===== config.mk =====
export PLATFORM = sky130hd
export DESIGN_NAME = button_conditioner
export DESIGN_NICKNAME = d
export VERILOG_FILES = /design/src/rtl/button_conditioner.sv
export SDC_FILE = /design/constraint.sdc
export NUM_CORES = 1
export LEC_CHECK = 0
export BUFFER_PORTS_ARGS = -buffer_cell sky130_fd_sc_hd__buf_2
export CAP_MARGIN = 20
export CORE_MARGIN = 2
export CORE_UTILIZATION = 35
export DETAILED_ROUTE_END_ITERATION = 8
export GPL_TIMING_DRIVEN = 0
export MAX_ROUTING_LAYER = met4
export PLACE_DENSITY = 0.52
export REMOVE_ABC_BUFFERS = 1
export SYNTH_ARGS = -nofsm -noshare
export SYNTH_HDL_FRONTEND = slang
export SYNTH_SLANG_ARGS = --single-unit

===== constraint.sdc =====
create_clock -name clk -period 6 [get_ports clk]
set_input_delay 0 -clock clk [delete_from_list [all_inputs] [get_ports clk]]
set_output_delay 0 -clock clk [all_outputs]
set_load 0.01 [all_outputs]

===== src/rtl/button_conditioner.sv =====
// button_conditioner
//   Conditions the four raw direction pushbuttons that feed the VGA
//   box-movement FSM. Each button is synchronised, debounced and auto-repeated
//   independently. A registered one-hot move strobe is then produced so the
//   display FSM steps exactly once per press or repeat.
//
// Parameters
//   DEBOUNCE_CYCLES  consecutive cycles of disagreement before a level flips (>=1)
//   REPEAT_DELAY     cycles from the first pulse to the first auto-repeat (>=2)
//   REPEAT_RATE      cycles between subsequent auto-repeats (>=2)
//
// Ports
//   clk        in   system clock, all logic on posedge
//   rst        in   asynchronous, active-high reset
//   up         in   raw pushbutton, asynchronous, active-high
//   down       in   raw pushbutton
//   left       in   raw pushbutton
//   right      in   raw pushbutton
//   dir_level  out  [3:0] debounced levels {right,left,down,up}
//   dir_pulse  out  [3:0] 1-cycle strobes per button on press and each repeat
//   move       out  [3:0] registered one-hot (or zero) step request {right,left,down,up}

module button_conditioner #(
   parameter int unsigned DEBOUNCE_CYCLES = 1_000_000,
   parameter int unsigned REPEAT_DELAY    = 50_000_000,
   parameter int unsigned REPEAT_RATE     = 10_000_000
) (
   input  logic       clk,
   input  logic       rst,
   input  logic       up,
   input  logic       down,
   input  logic       left,
   input  logic       right,
   output logic [3:0] dir_level,
   output logic [3:0] dir_pulse,
   output logic [3:0] move
);

   localparam int unsigned NBTN   = 4;
   localparam int unsigned DB_W   = $clog2(DEBOUNCE_CYCLES + 1);
   localparam int unsigned RC_MAX = (REPEAT_DELAY > REPEAT_RATE) ? REPEAT_DELAY : REPEAT_RATE;
   localparam int unsigned RC_W   = $clog2(RC_MAX);

   localparam logic [DB_W-1:0] DB_LAST = DB_W'(DEBOUNCE_CYCLES - 1);
   localparam logic [RC_W-1:0] RD_LAST = RC_W'(REPEAT_DELAY - 1);
   localparam logic [RC_W-1:0] RR_LAST = RC_W'(REPEAT_RATE - 1);

   typedef enum logic [1:0] {
      S_IDLE   = 2'b00,
      S_DELAY  = 2'b01,
      S_REPEAT = 2'b10
   } state_t;

   logic [3:0]      raw;
   logic [3:0]      sync1;
   logic [3:0]      s;
   logic [DB_W-1:0] db_cnt [NBTN];
   logic [RC_W-1:0] rc     [NBTN];
   state_t          state  [NBTN];

   assign raw = {right, left, down, up};

   // Two-flop synchroniser; s is the only copy the debouncer may look at.
   always_ff @(posedge clk or posedge rst) begin
      if (rst) begin
         sync1 <= '0;
         s     <= '0;
      end else begin
         sync1 <= raw;
         s     <= sync1;
      end
   end

   // Debouncer: the level only follows s after DEBOUNCE_CYCLES consecutive
   // cycles of disagreement. Any agreement restarts the count, so short
   // glitches on press or release are discarded.
   always_ff @(posedge clk or posedge rst) begin
      if (rst) begin
         for (int unsigned i = 0; i < NBTN; i++) begin
            db_cnt[i] <= '0;
         end
         dir_level <= '0;
      end else begin
         for (int unsigned i = 0; i < NBTN; i++) begin
            if (s[i] == dir_level[i]) begin
               db_cnt[i] <= '0;
            end else if (db_cnt[i] == DB_LAST) begin
               dir_level[i] <= s[i];
               db_cnt[i]    <= '0;
            end else begin
               db_cnt[i] <= db_cnt[i] + 1'b1;
            end
         end
      end
   end

   // Auto-repeat FSM per button. A release is checked before the terminal
   // count so a button let go on the same cycle never produces a late pulse
   // once the FSM sees the low level.
   always_ff @(posedge clk or posedge rst) begin
      if (rst) begin
         for (int unsigned i = 0; i < NBTN; i++) begin
            state[i] <= S_IDLE;
            rc[i]    <= '0;
         end
         dir_pulse <= '0;
      end else begin
         dir_pulse <= '0;
         for (int unsigned i = 0; i < NBTN; i++) begin
            case (state[i])
               S_IDLE: begin
                  if (dir_level[i]) begin
                     dir_pulse[i] <= 1'b1;
                     rc[i]        <= '0;
                     state[i]     <= S_DELAY;
                  end
               end
               S_DELAY: begin
                  if (!dir_level[i]) begin
                     rc[i]    <= '0;
                     state[i] <= S_IDLE;
                  end else if (rc[i] == RD_LAST) begin
                     dir_pulse[i] <= 1'b1;
                     rc[i]        <= '0;
                     state[i]     <= S_REPEAT;
                  end else begin
                     rc[i] <= rc[i] + 1'b1;
                  end
               end
               S_REPEAT: begin
                  if (!dir_level[i]) begin
                     rc[i]    <= '0;
                     state[i] <= S_IDLE;
                  end else if (rc[i] == RR_LAST) begin
                     dir_pulse[i] <= 1'b1;
                     rc[i]        <= '0;
                  end else begin
                     rc[i] <= rc[i] + 1'b1;
                  end
               end
               default: begin
                  rc[i]    <= '0;
                  state[i] <= S_IDLE;
               end
            endcase
         end
      end
   end

   // Fixed-priority pick up > down > left > right; losers are dropped.
   always_ff @(posedge clk or posedge rst) begin
      if (rst) begin
         move <= '0;
      end else if (dir_pulse[0]) begin
         move <= 4'b0001;
      end else if (dir_pulse[1]) begin
         move <= 4'b0010;
      end else if (dir_pulse[2]) begin
         move <= 4'b0100;
      end else if (dir_pulse[3]) begin
         move <= 4'b1000;
      end else begin
         move <= '0;
      end
   end

endmodule


# After elaboration in Yosys (flattened, before gate mapping)
# Cells that the tools add are included.
# op_classes
n_reduce_logical,12
eq_ne,36
bitwise_logic,4
mux,80
addsub,8
# ops
cell,n
2-to-1 mux 26 bit,20
case mux 26 bit (3 select lines),4
2-to-1 mux 20 bit,8
"adder 26 x 1 -> 26 bit, second input constant",4
"== test 26 x 24 -> 1 bit, second input constant",4
"== test 26 bit, second input constant",4
"adder 20 x 1 -> 20 bit, second input constant",4
"== test 20 bit, second input constant",4
2-to-1 mux 2 bit,16
case mux 2 bit (3 select lines),4
2-to-1 mux 1 bit,20
2-to-1 mux 4 bit,4
"!= test 2 bit, second input constant",8
"!= test 3 bit, second input constant",4
case mux 1 bit (3 select lines),4
AND reduction 3 bit,4
"== test 2 x 1 -> 1 bit, second input constant",4
"== test 2 bit, second input constant",4
logical NOT 2 bit,4
AND reduction 2 bit,4
== test 1 bit,4
NOT 1 bit,4
# totals
out_inout_bits,12
regBits,212
input_bits,6
elab_cells,160

# Depth between registers and ports, before layout
# Gate-level depths: netlist of run 1.
# depth
ltp_word,4
ltp_mapped,9
depth_no_buf,6

# Worst setup path after synthesis of run 1
# No wires, ideal clock.
# synth_path
path_type,reg2reg
startpoint,register rc[0] in the netlist's numbering
endpoint,register rc[10] in the netlist's numbering
setup_time_ns,0.135
path_stages_with_launch,10
slack_ns,3.885
path_buffers,3
arrival_ns,1.979
synth_period_minus_slack_ns,2.115
required_ns,5.865
cell_sequence,dfrtp_1 -> ha_1 -> and3_1 -> clkbuf_1 -> nand4_1 -> o31a_1 -> buf_2 -> buf_2 -> o211ai_1 -> o211ai_1
# synth_via
elab_chain_cells,4
word_cells_on_any_way,8
cone_classes,add/sub (1); eq/ne (2); mux (5)
# synth_lines
item,line_no,text
start: declaration,58,logic [RC_W-1:0] rc [NBTN];
start signal: indexed assignment,127,rc[i] <= rc[i] + 1'b1;
start signal: indexed assignment,138,rc[i] <= rc[i] + 1'b1;
adder 26 x 1 -> 26 bit (tied with other cells),"127, 138",
"2-to-1 mux 26 bit, on equally long branches","134, 122",
"2-to-1 mux 26 bit, on equally long branches","131, 119",
case mux 26 bit (3 select lines) (*),110,case (state[i])
# Mark *: on every way between the ends. The rest lies on a longest branch, timed or not.
# A chain may end at the register's enable or synchronous reset.

# Final worst setup path of run 1
# layout_path
startpoint,register rc[78] in the netlist's numbering
endpoint,register rc[78] in the netlist's numbering
# The elaborated chain is that of the path after synthesis.

==> results of run 1 <==
==> sequential cells by signal (all words and copies together) (netlist names) <==
name and count:
dir_pulse 4, move 4, dir_level 4, sync1 4, rc 104, s 4
state 8, db_cnt 80
==> worst max path at each step <==
stage | to | cells after the start
after floorplan | db_cnt[0]$_DFF_PP0_ | 1
final | rc[78]$_DFFE_PP0P_ | 6
after detailed placement | rc[82]$_DFFE_PP0P_ | 6
after CTS | rc[82]$_DFFE_PP0P_ | 6
after global routing | rc[82]$_DFFE_PP0P_ | 6
after global placement | rc[95]$_DFFE_PP0P_ | 2
==> Yosys cell counts, types with 3 or more instances <==
| cell | n |
|---|---|
| buf_1 | 4 |
| nor3b_1 | 3 |
| nand2b_1 | 7 |
| a21oi_1 | 7 |
| or4_4 | 3 |
| o31a_1 | 15 |
| o21ai_0 | 17 |
| a21boi_0 | 4 |
| o221ai_1 | 60 |
| nor4b_1 | 13 |
| and3_1 | 27 |
| inv_1 | 48 |
| and2_1 | 42 |
| nor4_1 | 41 |
| nor2_1 | 134 |
| buf_2 | 10 |
| nand4b_1 | 5 |
| ha_1 | 24 |
| or4_1 | 7 |
| nor3_1 | 40 |
| nand3_1 | 77 |
| nand3b_1 | 4 |
| o211ai_1 | 34 |
| xor2_1 | 41 |
| or2_2 | 7 |
| o21ai_1 | 13 |
| nand4_1 | 44 |
| clkbuf_1 | 64 |
| a22o_1 | 3 |
| xnor2_1 | 44 |
| mux2_2 | 4 |
| dfrtp_1 | 212 |
| and4_1 | 16 |
| o2111ai_1 | 17 |
| or3_1 | 9 |
| nand2_1 | 223 |
| nor4bb_1 | 6 |
| o21a_1 | 19 |
| a31oi_1 | 3 |
| a22oi_1 | 4 |
| nor2b_1 | 14 |
==> cell families (layout without fill, tap and decap cells) <==
group / count (synthesis) / in the layout / share of synthesized area
compound gates: 215 / 215 / 0.137
xor+xnor: 85 / 85 / 0.0607
fa+ha+maj: 24 / 24 / 0.0245
buf+inv: 128 / 126 / 0.0414
flops: 212 / 212 / 0.432
mux: 5 / 5 / 0.00449
simple gates: 728 / 728 / 0.299
==> per-layer routing <==
metal  vias to the layer above  part of all wire  GRT usage
met1                      4911              0.50      0.219
li1                       5006                 -          -
met2                        91              0.45      0.259
met3                        39             0.024     0.0202
met5                         -                 0          -
met4                         0             0.020     0.0376
==> critical path, cell delays in order (launching register included) <==
cell     delay (ns)
dfrtp_1        0.43
ha_1           0.28
and4_1         0.26
nand4_1        0.19
o21a_1         0.86
o21ai_1        0.47
o21ai_0        0.31
==> stage by stage <==
stage | setup TNS [ns] | utilization
after global placement | -596.22 | 0.365
after global routing | 0 | 0.398
after floorplan | 0 | -
after CTS | 0 | 0.396
after detailed placement | 0 | 0.368
final | 0 | 0.398
==> final cells by class <==
class | instances | area (um2)
repair buffers | 30 | 293
fillers | 3486 | 20800
clock buffers | 36 | 769
multi-input cells | 1057 | 6460
well taps | 455 | 569
clock inverters | 12 | 164
inverters | 48 | 188
flip-flops and latches | 212 | 5310
==> power groups by stage <==
stage / registers (mW) / clock network, mW / logic, mW
5_1_grt: 1.45 / 1.82 / 0.0692
3_3_place_gp: 1.47 / 0 / 0.0562
6_report: 1.45 / 1.70 / 0.0579
4_1_cts: 1.45 / 1.76 / 0.0620
2_1_floorplan: 1.47 / 0 / 0.0393
3_5_place_dp: 1.47 / 0 / 0.0593
==> flow_summary.json, run 1 <==
{
  "layout-drive-gt1-share": 0.0688,
  "leakagePower_nw": 5.70,
  "clkTransAtPathRegs_ns": 0.06,
  "synth_area_mm2": 0.0123,
  "htree_levels": 1,
  "power.density_mw_per_mm2": 233,
  "final_common_cell": "nand2_1",
  "cts_root_buf": "clkbuf_16",
  "die_area_mm2": 0.0366,
  "hold_viol_final": 0,
  "stdcell_count": 1850,
  "grt_pass1_wl_um": 49000,
  "synth_largest_area_cell": "dfrtp_1",
  "finalPower_mw": 3.20,
  "drt-initial-drc-count": 734,
  "mostFrequentLayoutCells": "nand2_1 (223), dfrtp_1 (212), nor2_1 (130)",
  "grt_usage": 0.162,
  "async_flop_share": 1.00,
  "synth.area.top_cells": "dfrtp_1 (43%), nand2_1 (6.8%), o221ai_1 (4.3%), nor2_1 (4.1%), nand3_1 (3.1%)",
  "nets": 1406,
  "grt_max_degree": 118,
  "io_buffers": 17,
  "p_sw_frac": 0.214,
  "hold-worst-slack_ns": 0.102,
  "ys_seq_elements": 212,
  "stdcell_area_mm2": 0.0138,
  "setup_violations": 0,
  "ios": 18,
  "fmax_mhz": 346,
  "n_antenna_cell": 0,
  "dr.pass1.iters": 5,
  "hold_buffers": 5,
  "status": "finished, final reports clean",
  "drcViolationCount": 0,
  "fin_crit_sh": 0.482,
  "maxCapViolations": 0,
  "whs_path_depth": 2,
  "yosysSeqAreaShare": 0.432,
  "grt_overflow": 0,
  "internal-power_mw": 2.52,
  "via_per_inst": 5.43,
  "fp.coreArea_mm2": 0.0345,
  "crit_type": "register to register",
  "p_seq_frac": 0.452,
  "holdCritPathClass": "input pin to register",
  "syn_area_per_cell_um2": 8.78,
  "antenna_found_initial": 0,
  "rsz0062_at_grt": "false",
  "synth_top_area_share": 0.432,
  "power_frac_clock": 0.530,
  "cts-resized-gates": 0,
  "grt_pass1_vias": 9936,
  "tightest_slew_ns": 1.12,
  "r2r-start": "rc[78]$_DFFE_PP0P_",
  "synthCells": 1397,
  "ant_nets": 0,
  "skew_ns": 0.00749,
  "r2r_end": "rc[78]$_DFFE_PP0P_",
  "max_slew_margin": 0.253,
  "p_sw_mw": 0.685,
  "num_rows": 68,
  "synthFlopType": "dfrtp_1",
  "cts_tree": "built",
  "vias": 10000,
  "areaGrowthSynthToFinish_pct": 12.1,
  "rrSetupSlack_ns": 3.11,
  "setup_slack_ns": 3.11,
  "synth_edf_count": 0,
  "cts_buffer_depth": 3,
  "die_h_um": 191,
  "dpl.cell_count": 1794,
  "wl_um": 28000,
  "critPathRequiredTime_ns": 6.44,
  "fin_crit_ns": 2.89,
  "peakVddDrop_mv": 0.205,
  "reg2reg_depth": 6,
  "combPwrFrac": 0.018,
  "post_cts_buffers": 0,
  "pre_cts_ws_ns": 3.09,
  "drv_slew": 0,
  "ys_types": 65,
  "hpwl_um": 17400,
  "globalplace.congestion": 0.754,
  "cp-end-kind": "register",
  "post_drt_wl_per_cell_um": 15.2,
  "whs_endpoint": "sync1[2]$_DFF_PP0_",
  "hold_start": "left",
  "yosysWarnings": 0,
  "die_x_um": 191,
  "clk_latency_ns": 0.54,
  "start_kind": "register",
  "clock-sinks": 212,
  "arrival_ns": 3.33,
  "crit_fanout": 29,
  "initial_core_util": 0.355,
  "dpl_cell_area_mm2": 0.0127,
  "crit_path_start": "rc[78]$_DFFE_PP0P_",
  "cts_made_buffers": 27
}
(Power assumes the default switching activity.)
==> inputs of run 2 (changes only) <==
--- a/config.mk
+++ b/config.mk
@@ -5,6 +5,7 @@
 export SDC_FILE = /design/constraint.sdc
 export NUM_CORES = 1
 export LEC_CHECK = 0
+export ABC_AREA = 1
 export BUFFER_PORTS_ARGS = -buffer_cell sky130_fd_sc_hd__buf_2
 export CAP_MARGIN = 20
 export CORE_MARGIN = 2
==> constraint.sdc (replaced) <==
create_clock -name clk -period 2.54 [get_ports clk]
set_input_delay 0 -clock clk [delete_from_list [all_inputs] [get_ports clk]]
set_output_delay 0 -clock clk [all_outputs]
set_load 0.01 [all_outputs]
==> flow_summary.json, run 2 <==
{
  "fin_crit_ns": 2.05,
  "die_x_um": 195,
  "crit_type": "register to register",
  "nets": 1800,
  "wl_um": 28100,
  "slowest_delay_ns": 0.47,
  "cp-end-kind": "register",
  "drt-initial-drc-count": 603,
  "htree_levels": 1,
  "status": "finished, final reports clean",
  "critPathSlowestCell": "nor2_2",
  "clock-sinks": 212,
  "yosysSeqAreaShare": 0.415,
  "synth_largest_area_cell": "dfrtp_1",
  "critPathRequiredTime_ns": 3.02,
  "layout-drive-gt1-share": 0.0860,
  "crit_fanout": 15,
  "largest_register": "rc",
  "leakagePower_nw": 6.76,
  "clkTransAtPathRegs_ns": 0.06,
  "die_area_mm2": 0.0380,
  "post_drt_wl_per_cell_um": 12.5,
  "drv_slew": 0,
  "rsz0062_at_grt": "false",
  "via_per_inst": 4.79,
  "holdCritPathClass": "input pin to register",
  "antenna_found_initial": 0,
  "cts-resized-gates": 0,
  "yosysWarnings": 0,
  "synth_top_area_share": 0.415,
  "cts_made_buffers": 26,
  "setup_violations": 0,
  "stdcell_area_mm2": 0.0144,
  "async_flop_share": 1.00,
  "reg_top3": "rc (104), db_cnt (80), state (8)",
  "die_h_um": 195,
  "fin_crit_sh": 0.808,
  "max_slew_margin": 0.558,
  "largest_reg_flops": 104,
  "synth_area_mm2": 0.0128,
  "dr.pass1.iters": 5,
  "regArea_mm2": 0.00531,
  "start_kind": "register",
  "stdcell_count": 2251,
  "vias": 10800,
  "crit_chain": "inv_1 -> ha_1 -> inv_1 -> nor2_2 -> buf_8 -> nor2_2 -> buf_8 -> nand3b_1 -> nand2_1",
  "mostFrequentLayoutCells": "nand2_1 (526), nor2_1 (235), dfrtp_1 (212)",
  "final_common_cell": "nand2_1",
  "clk_latency_ns": 0.55,
  "dpl.cell_count": 2198,
  "tightest_slew_ns": 0.663,
  "multiInputGateArea_mm2": 0.00658,
  "areaGrowthSynthToFinish_pct": 12.9,
  "ant_nets": 0,
  "grt_usage": 0.159,
  "setup_slack_ns": 0.488,
  "yosys-top-cells-count": "nand2_1 (526), nor2_1 (242), dfrtp_1 (212), inv_1 (182), nand3_1 (168)",
  "fmax_mhz": 487,
  "power.density_mw_per_mm2": 538,
  "initial_core_util": 0.357,
  "dpl_cell_area_mm2": 0.0134,
  "ys_types": 37,
  "synth_edf_count": 0,
  "skew_ns": 0.0200,
  "synthFlopType": "dfrtp_1",
  "cts_buffer_depth": 3,
  "n_antenna_cell": 0,
  "synth.area.top_cells": "dfrtp_1 (42%), nand2_1 (15%), nor2_1 (7.1%), nand3_1 (6.6%), inv_1 (5.3%)",
  "arrival_ns": 2.53,
  "cts_root_buf": "clkbuf_16",
  "maxCapViolations": 0,
  "grt_overflow": 0,
  "n_fill_cell": 3682,
  "yosysMostFrequentCell": "nand2_1",
  "num_rows": 69,
  "drcViolationCount": 0,
  "hpwl_um": 19800,
  "grt_pass1_vias": 10400,
  "fp.coreArea_mm2": 0.0357,
  "grt_max_degree": 124,
  "grt_pass1_wl_um": 50400,
  "peakVddDrop_mv": 0.473,
  "hold_viol_final": 0,
  "globalplace.congestion": 0.863,
  "ys_seq_elements": 212,
  "final_core_util": 0.404,
  "pre_cts_ws_ns": 0.481,
  "cts_tree": "built",
  "ios": 18,
  "io_buffers": 17,
  "syn_area_per_cell_um2": 7.32,
  "synthCells": 1746
}
-- run 2: through the flow --
stage               power, mW  hold WS, ns  setup TNS [ns]
finish                   7.76       0.0889               0
global route             8.05       0.0888               0
global placement         3.62        0.111        -1403.71
CTS                      7.90       0.0598               0
floorplan                3.57       0.0314         -689.90
detailed placement       3.62        0.110               0
-- run 2: repair_timing --
item	CTS	global route
hold buffers	5	0
buffers inserted	0	0
endpoints found under the hold margin	93	0
-- run 2: per-layer routing --
layer  wire, um  track usage  vias to the layer above  share of wire
met4        524       0.0311                        0          0.019
met2      12600        0.252                      114           0.45
met1      14200        0.217                     5034           0.51
li1           -            -                     5586              -
met5          0            -                        -              0
met3        747       0.0223                       40          0.027
-- run 2: kinds of logic after synthesis --
logic type,Yosys count,synth area share
xor+xnor,91,0.0624
flops,212,0.415
simple gates,1127,0.395
compound gates,71,0.0316
fa+ha+maj,24,0.0235
mux,1,0.000881
buf+inv,220,0.0712
-- run 2: final cells by class --
class | count | share of cell area
multi-input combinational | 1314 | 0.456
sequential | 212 | 0.368
clock buffer | 35 | 0.0516
inverter | 185 | 0.0487
tap | 461 | 0.0400
timing repair buffer | 31 | 0.0196
clock inverter | 13 | 0.0163
-- run 2: critical path: cells and delay by family, from the launching register on --
family	cells	cell delay (ns)
adders and majority gates	1	0.19
and+or+nand+nor	4	0.78
DFF	1	0.41
buffers and inverters	4	0.60
-- run 2: path summary, 6_finish.rpt --
check / from / endpoint / slack [ns] / cells past startpoint
worst max-delay path: state[6]$_DFFE_PP0P_ / rc[102]$_DFFE_PP0P_ / 0.49 / 9
max in group asynchronous: rst / db_cnt[42]$_DFF_PP0_ / 1.38 / 4
worst min register to register: sync1[0]$_DFF_PP0_ / s[0]$_DFF_PP0_ / 0.35 / 0
worst max register to register: state[6]$_DFFE_PP0P_ / rc[102]$_DFFE_PP0P_ / 0.49 / 9
min in group asynchronous: rst / rc[39]$_DFFE_PP0P_ / 0.11 / 3
worst min-delay path: right / sync1[3]$_DFF_PP0_ / 0.09 / 2
-- run 2: where the power goes --
part	switching [mW]	internal, mW	total, mW
registers	0.0152	3.40	3.42
clock network	1.53	2.67	4.20
logic	0.110	0.0334	0.144
total	1.66	6.10	7.76
==> inputs of run 3 (changes only) <==
--- a/config.mk
+++ b/config.mk
@@ -5,7 +5,7 @@
 export SDC_FILE = /design/constraint.sdc
 export NUM_CORES = 1
 export LEC_CHECK = 0
-export ABC_AREA = 1
+export ABC_AREA = 0
 export BUFFER_PORTS_ARGS = -buffer_cell sky130_fd_sc_hd__buf_2
 export CAP_MARGIN = 20
 export CORE_MARGIN = 2
==> constraint.sdc (replaced) <==
create_clock -name clk -period 1.77 [get_ports clk]
set_input_delay 0 -clock clk [delete_from_list [all_inputs] [get_ports clk]]
set_output_delay 0 -clock clk [all_outputs]
set_load 0.01 [all_outputs]
==> flow_summary.json, run 3 (synthesis results as in run 1) <==
{
  "post_drt_wl_per_cell_um": 17.3,
  "failed_checks": "setup timing",
  "num_rows": 68,
  "clkTransAtPathRegs_ns": 0.06,
  "holdCritPathClass": "input pin to register",
  "fin_crit_ns": 1.99,
  "ios": 18,
  "cts_tree": "built",
  "grt_usage": 0.193,
  "antenna_found_initial": 0,
  "n_fill_cell": 3263,
  "fin_crit_sh": 1.12,
  "cp-end-kind": "register",
  "regArea_mm2": 0.00536,
  "rrSetupSlack_ns": -0.22,
  "critPathSlowestCell": "or4_4",
  "leakagePower_nw": 6.97,
  "io_buffers": 17,
  "mostFrequentLayoutCells": "nand2_1 (216), dfrtp_1 (170), nor2_1 (127)",
  "crit_fanout": 5,
  "stdcell_area_mm2": 0.0168,
  "drv_slew": 0,
  "start_kind": "register",
  "grt_max_degree": 118,
  "skew_ns": 0.0107,
  "clk_latency_ns": 0.54,
  "wl_um": 35200,
  "dpl_cell_area_mm2": 0.0127,
  "largest_reg_flops": 104,
  "areaGrowthSynthToFinish_pct": 37.2,
  "critPathMostFrequentCell": "or4_4",
  "setup_violations": 108,
  "cts_root_buf": "clkbuf_16",
  "vias": 11400,
  "max_slew_margin": 0.436,
  "setup_slack_ns": -0.219,
  "via_per_inst": 5.59,
  "n_antenna_cell": 0,
  "dr.pass1.iters": 5,
  "hold_viol_final": 0,
  "multiInputGateArea_mm2": 0.00803,
  "htree_levels": 1,
  "arrival_ns": 2.40,
  "grt_pass1_vias": 11200,
  "critPathRequiredTime_ns": 2.18,
  "die_x_um": 191,
  "status": "finished, violations left",
  "dpl.cell_count": 1794,
  "die_h_um": 191,
  "hold-worst-slack_ns": 0.0953,
  "layout-drive-gt1-share": 0.321,
  "initial_core_util": 0.355,
  "die_area_mm2": 0.0366,
  "maxCapViolations": 0,
  "crit_type": "register to register",
  "grt_overflow": 0,
  "cts_made_buffers": 27,
  "hpwl_um": 17400,
  "power.density_mw_per_mm2": 649,
  "globalplace.congestion": 0.754,
  "largest_register": "rc",
  "reg_top3": "rc (104), db_cnt (80), state (8)",
  "grt_pass1_wl_um": 57200,
  "tightest_slew_ns": 0.846,
  "fp.coreArea_mm2": 0.0345,
  "crit_chain": "nand2_4 -> or4_4 -> or4_4 -> o21ai_2 -> o211ai_1",
  "final_common_cell": "nand2_1",
  "drt-initial-drc-count": 653,
  "cts_buffer_depth": 3,
  "rsz0062_at_grt": "true",
  "setup_tns_ns": -11.70,
  "ant_nets": 0,
  "fmax_mhz": 503,
  "slowest_delay_ns": 0.60,
  "clock-sinks": 212,
  "nets": 1595,
  "stdcell_count": 2039,
  "drcViolationCount": 0,
  "peakVddDrop_mv": 0.695
}
## run 3: path summary, 6_finish.rpt
path,startpoint,endpoint,cells past startpoint
min in group asynchronous,rst,rc[25]$_DFFE_PP0P_,3
worst min-delay path,left,sync1[2]$_DFF_PP0_,2
worst min register to register,sync1[0]$_DFF_PP0_,s[0]$_DFF_PP0_,0
worst max-delay path,rc[85]$_DFFE_PP0P_,rc[103]$_DFFE_PP0P_,5
max in group asynchronous,rst,rc[41]$_DFFE_PP0P_,4
worst max register to register,rc[85]$_DFFE_PP0P_,rc[103]$_DFFE_PP0P_,5
## run 3: repair_timing
action,CTS,global route
endpoints found under the hold margin,120,0
pin swaps,115,125
gates cloned,16,8
setup endpoints to repair,193,176
hold buffers,5,0
buffers inserted,123,45
resized for setup,197,153
## run 3: where the power goes
part | total [mW] | switching, mW | internal [mW]
clock | 5.79 | 2.19 | 3.61
sequential | 4.90 | 0.0254 | 4.88
combinational | 0.222 | 0.165 | 0.0566
## run 3: metrics by stage
stage | util | setup slack (ns) | power, mW
after detailed placement | 0.368 | -1.14 | 5.19
after CTS | 0.454 | -0.154 | 11.1
after global placement | 0.365 | -7.06 | 5.18
after global routing | 0.487 | -0.293 | 11.3
after floorplan | - | -4.02 | 5.12
final | 0.487 | -0.219 | 10.9
## run 3: per-layer routing
layer  up-vias  share of wire  wire (um)  track usage
li1       5430              -          -            -
met1      5603           0.45      15800        0.249
met2       269           0.48      16800        0.312
met3        87          0.039       1390       0.0239
met4         0          0.035       1250       0.0675
met5         -              0          0            -
## run 3: layout make-up
cell class / count / area share
Multi-Input combinational cell: 1079 / 0.477
Sequential cell: 212 / 0.318
Timing Repair Buffer: 197 / 0.105
Clock buffer: 36 / 0.0457
Tap cell: 455 / 0.0338
Inverter: 48 / 0.0111
Clock inverter: 12 / 0.00974
## run 3: worst max-delay path: cells and delay by family (launching register included)
family             cells  cell delay (ns)
and+or+nand+nor        3             1.20
DFF                    1             0.44
AOI/OAI and AO/OA      2             0.20
